<file path="src/rtl/mem_burst_master.sv">
// Burst initiator for the bench memory: write-fill an incrementing pattern, or read it back
// and count mismatches through a READ_LATENCY-deep compare pipeline.
module mem_burst_master #(
  parameter int unsigned ADDR_W       = 16,
  parameter int unsigned DATA_W       = 32,
  parameter int unsigned LEN_W        = 16,
  parameter int unsigned READ_LATENCY = 1
) (
  input  logic              clk,
  input  logic              reset,
  input  logic              cmd_valid,
  output logic              cmd_ready,
  input  logic              cmd_op,
  input  logic [ADDR_W-1:0] cmd_addr,
  input  logic [LEN_W-1:0]  cmd_len,
  input  logic [DATA_W-1:0] cmd_seed,
  output logic [ADDR_W-1:0] addr,
  output logic              wr_en,
  output logic              rd_en,
  output logic [DATA_W-1:0] wdata,
  input  logic [DATA_W-1:0] rdata,
  output logic              busy,
  output logic              done,
  output logic [LEN_W-1:0]  err_cnt,
  output logic              err_flag,
  output logic [ADDR_W-1:0] first_err_addr
);

  localparam int unsigned Tail = READ_LATENCY - 1;

  typedef enum logic [2:0] {StIdle, StWrite, StRead, StDrain, StDone} state_e;

  state_e            state_q;
  logic [LEN_W-1:0]  rem_q;
  logic [ADDR_W-1:0] nxt_addr_q;
  logic [DATA_W-1:0] nxt_data_q;
  logic [DATA_W-1:0] rd_exp_q;

  logic [READ_LATENCY-1:0]             pipe_v_q;
  logic [READ_LATENCY-1:0][DATA_W-1:0] pipe_exp_q;
  logic [READ_LATENCY-1:0][ADDR_W-1:0] pipe_addr_q;

  logic inflight;
  logic mismatch;

  // The tail entry retires on the coming edge, so only earlier stages keep DRAIN waiting.
  always_comb begin
    inflight = rd_en;
    for (int unsigned k = 0; k + 1 < READ_LATENCY; k++) begin
      inflight = inflight | pipe_v_q[k];
    end
    mismatch = pipe_v_q[Tail] && (rdata != pipe_exp_q[Tail]);
  end

  always_ff @(posedge clk) begin
    if (reset) begin
      state_q        <= StIdle;
      rem_q          <= '0;
      nxt_addr_q     <= '0;
      nxt_data_q     <= '0;
      rd_exp_q       <= '0;
      pipe_v_q       <= '0;
      pipe_exp_q     <= '0;
      pipe_addr_q    <= '0;
      cmd_ready      <= 1'b1;
      busy           <= 1'b0;
      done           <= 1'b0;
      wr_en          <= 1'b0;
      rd_en          <= 1'b0;
      addr           <= '0;
      wdata          <= '0;
      err_cnt        <= '0;
      err_flag       <= 1'b0;
      first_err_addr <= '0;
    end else begin
      // Entry 0 captures the strobe the memory samples on this same edge.
      pipe_v_q[0]    <= rd_en;
      pipe_exp_q[0]  <= rd_exp_q;
      pipe_addr_q[0] <= addr;
      for (int unsigned k = 1; k < READ_LATENCY; k++) begin
        pipe_v_q[k]    <= pipe_v_q[k-1];
        pipe_exp_q[k]  <= pipe_exp_q[k-1];
        pipe_addr_q[k] <= pipe_addr_q[k-1];
      end

      if (mismatch) begin
        if (err_cnt != '1) err_cnt <= err_cnt + 1'b1;
        if (!err_flag) first_err_addr <= pipe_addr_q[Tail];
        err_flag <= 1'b1;
      end

      unique case (state_q)
        StIdle: begin
          if (cmd_valid) begin
            cmd_ready  <= 1'b0;
            busy       <= 1'b1;
            rem_q      <= cmd_len;
            nxt_addr_q <= cmd_addr;
            nxt_data_q <= cmd_seed;
            state_q    <= cmd_op ? StRead : StWrite;
            if (cmd_op) begin
              err_cnt        <= '0;
              err_flag       <= 1'b0;
              first_err_addr <= '0;
            end
          end
        end
        StWrite: begin
          if (rem_q != '0) begin
            wr_en      <= 1'b1;
            addr       <= nxt_addr_q;
            wdata      <= nxt_data_q;
            nxt_addr_q <= nxt_addr_q + 1'b1;
            nxt_data_q <= nxt_data_q + 1'b1;
            rem_q      <= rem_q - 1'b1;
          end else begin
            wr_en   <= 1'b0;
            done    <= 1'b1;
            state_q <= StDone;
          end
        end
        StRead: begin
          if (rem_q != '0) begin
            rd_en      <= 1'b1;
            addr       <= nxt_addr_q;
            rd_exp_q   <= nxt_data_q;
            nxt_addr_q <= nxt_addr_q + 1'b1;
            nxt_data_q <= nxt_data_q + 1'b1;
            rem_q      <= rem_q - 1'b1;
          end else begin
            rd_en <= 1'b0;
            // No beat was ever issued for a zero-length read, so nothing to drain.
            if (rd_en) begin
              state_q <= StDrain;
            end else begin
              done    <= 1'b1;
              state_q <= StDone;
            end
          end
        end
        StDrain: begin
          if (!inflight) begin
            done    <= 1'b1;
            state_q <= StDone;
          end
        end
        StDone: begin
          done      <= 1'b0;
          busy      <= 1'b0;
          cmd_ready <= 1'b1;
          state_q   <= StIdle;
        end
        default: state_q <= StIdle;
      endcase
    end
  end

endmodule

</file>
<file path="config.mk">
export PLATFORM = sky130hd
export DESIGN_NAME = mem_burst_master
export DESIGN_NICKNAME = d
export VERILOG_FILES = /design/src/rtl/mem_burst_master.sv
export SDC_FILE = /design/constraint.sdc
export NUM_CORES = 1
export LEC_CHECK = 0
export ABC_AREA = 1
export CORE_UTILIZATION = 40
export DETAILED_ROUTE_END_ITERATION = 16
export PLACE_DENSITY = 0.65
export RECOVER_POWER = 100
export SLEW_MARGIN = 20
export SYNTH_ARGS = -nofsm -noshare
export SYNTH_HDL_FRONTEND = slang
export SYNTH_SLANG_ARGS = --single-unit
</file>
<file path="constraint.sdc">
create_clock -name clk -period 1.5 [get_ports clk]
set_clock_uncertainty 0.05 [all_clocks]
set_input_delay 0.225 -clock clk [delete_from_list [all_inputs] [get_ports clk]]
set_output_delay 0.225 -clock clk [all_outputs]
set_load 0.02 [all_outputs]
</file>
==> flow_summary.toml <==
[status]
outcome = "finished, violations left"
violations = "setup timing"

[worst_setup_path]
crit_required_ns = 1.89
rrSetupSlack_ns = -0.29
cp_slowest_cell = "dfxtp_2"
cpMostUsedCell = "nor2_4"
end_kind = "flip-flop"
r2r-start = "rem_q[13]"
crit_family = "simple AND/OR/NAND/NOR gates"
rr_worst_depth = 9
arrival_ns = 2.17
crit_fanout = 6
rr_endpoint = "nxt_addr_q[4]"
cp-start-kind = "flip-flop"
critical_path.cell_chain = "nor2_4, nand3_2, nor2_4, nand4_4, nand2_4, nand2_8, buf_12, clkbuf_16, o211a_1"
cp_num_buf_inv = 2
slowest_delay_ns = 0.33
crit_type = "reg -> reg"

[global_routing]
grt_pass1_vias = 11233
grt_max_degree = 78
grt_usage = 0.259
grt.overflow.total = 0
grt_antenna_before_repair = 1
grt_pass1_wl_mm = 58.3

[synth]
ys_ff_latch = 234
synth_cell_types = 38
seq_area_frac_synth = 0.430
async_reset_ff_frac = 0
syn_avg_cell_area_sq_um = 6.88
synth_ff_type = "dfxtp_1"
synth-edff-count = 0
yosysWarnings = 0
syn_nets = 1688
syn_inst = 1583
mappedNetlistArea_sq_um = 10900

[power]
p_leak_nw = 7.72
clock_power_share = 0.163
combPwrFrac = 0.587
worst_ir_drop_vdd_mv = 1.35
switchingPower_mw = 16.3
p_sw_frac = 0.408
p_int_mw = 23.6
p_seq_frac = 0.250
power_density_nw_per_um2 = 2220

[cells_and_area]
layout_common_cells = "nand2_1, dfxtp_1, buf_4, nor2_1, inv_1"
n_fill_cell = 2173
fin_cells = 2359
drive_gt1_frac = 0.327
fin_nets = 2102
mostFrequentLayoutCell = "nand2_1"
syn_to_final_growth_pct = 64.9
finish.utilization = 0.670
final_cell_area_sq_um = 18000

[worst_hold_path]
holdPathEnd = "pipe_exp_q[28]"
min_from = "reset"
hold_path_class = "in -> reg"
whs_path_depth = 3

[routing]
dr.pass1.iters = 5
routed_wl_mm = 38.2
wire_per_inst_um = 16.2
vias_per_cell = 5.03
drtIter0Drc = 918
num_vias = 11865
route.detailed.drc = 0
ant_nets = 0

[placement]
place.gp.congestion = 0.904
io_buffers = 185
hpwl_mm = 24.4
placedCellCount = 2251
placed_cell_area_sq_um = 14800
pre_cts_ws_ns = -0.639

[timing]
slew_violations = 0
slew_headroom = 0.719
period_share = 1.19
tightest_slew_ns = 0.421
worst_slack_ns = -0.287
rsz0062_at_grt = "true"
max_freq_mhz = 560
period_minus_slack_ns = 1.79
finalHoldViolations = 0
setup_violations = 200

[cts]
clock-sinks = 234
cts_hold_buf = 0
clkTransAtPathRegs_ns = 0.06
root_buffer = "clkbuf_16"
clockBufferDepth = 3
clk_latency_ns = 0.55
htreeDepth = 1
cts_tree = "built"
numCtsBuffers = 26

[job]
max_cap_violations = 0

[floorplan]
initial_utilization = 0.406
die_x_um = 167
ios = 186
core_sq_um = 26800
dieHeight_um = 167
row_count = 60
fp.dieArea_sq_um = 27900
stage by stage:
stage	hold slack, ns	total power, mW	TNS (ns)
3_3_place_gp	0.371	26.0	-51.78
3_5_place_dp	0.374	26.2	-55.72
2_1_floorplan	0.348	18.7	-1.09
4_1_cts	0.156	37.3	-31.76
5_1_grt	0.180	42.1	-47.12
6_report	0.169	39.9	-32.91
what timing repair did:
action / in CTS / in global routing
cloned: 22 / 10
endpoints found under the setup margin: 269 / 245
setup buffers: 20 / 15
pin swaps: 40 / 88
gates resized for setup: 405 / 232
worst min-delay path, stage by stage:
cell	delay (ns)
buf_2	0.13
buf_12	0.23
nor2_1	0.14
how the worst max path moves through the flow:
stage,from,endpoint,slack [ns],depth (start not counted)
3_3_place_gp,rdata[13],first_err_addr[0],-0.60,12
6_report,rem_q[13],nxt_addr_q[4],-0.29,9
3_5_place_dp,rdata[13],first_err_addr[12],-0.64,12
2_1_floorplan,nxt_data_q[1],nxt_data_q[26],-0.06,10
4_1_cts,rem_q[8],nxt_addr_q[11],-0.26,10
5_1_grt,rem_q[13],nxt_data_q[18],-0.35,11
state kept, by name, summed over array words and instances (netlist names), 3 cells and up:
| name | flops |
|---|---|
| state_q | 3 |
| addr | 16 |
| wdata | 32 |
| nxt_data_q | 32 |
| first_err_addr | 16 |
| rem_q | 16 |
| err_cnt | 16 |
| pipe_exp_q | 32 |
| nxt_addr_q | 16 |
| pipe_addr_q | 16 |
| rd_exp_q | 32 |
layout make-up:
| cell class | instances | area, sq um | share of cell area |
|---|---|---|---|
| Clock inverter | 13 | 128 | 0.00711 |
| Inverter | 168 | 666 | 0.0371 |
| Sequential cell | 234 | 4750 | 0.264 |
| Clock buffer | 35 | 746 | 0.0415 |
| Timing Repair inverter | 1 | 6.26 | 0.000348 |
| Multi-Input combinational cell | 1107 | 6460 | 0.359 |
| Timing Repair Buffer | 459 | 4780 | 0.266 |
| Antenna cell | 1 | 2.50 | 0.000139 |
| Tap cell | 341 | 427 | 0.0238 |
cell usage after synthesis (7+ instances only):
cell	count	area, sq um
nor2_1	254	953
nor2_2	7	43.8
nand2_1	348	1310
nor3_1	22	110
buf_6	7	78.8
inv_1	162	608
clkbuf_1	33	124
buf_2	27	135
nand4_1	11	68.8
o211a_1	7	70.1
xor2_1	15	131
o21ai_0	143	716
o21ai_1	8	40.0
dfxtp_1	234	4680
a21oi_1	127	636
or2_2	9	56.3
nand3b_1	9	67.6
xnor2_1	29	254
nand3_1	83	415
power groups by stage:
stage / combinational (mW) / clock, mW / sequential (mW)
after global placement: 16.3 / 0 / 9.68
after global routing: 25.1 / 6.90 / 10.1
after floorplan: 8.38 / 0 / 10.4
after detailed placement: 16.5 / 0 / 9.71
after CTS: 21.0 / 6.58 / 9.72
final: 23.4 / 6.50 / 9.95
logic make-up after synthesis:
logic type / synth area share
AND/OR/NAND/NOR: 0.287
AO/OA/AOI/OAI: 0.144
buffers and inverters: 0.0936
flip-flops: 0.430
XOR/XNOR: 0.0354
multiplexers: 0.00460
adder cells (fa/ha/maj): 0.00574
metal layers:
layer,track usage,share of wire,vias up
li1,-,-,5896
met1,0.355,0.44,5510
met2,0.412,0.46,387
met3,0.0475,0.068,72
met4,0.0789,0.025,0
met5,0,0,-
(Power assumes the default switching activity.)
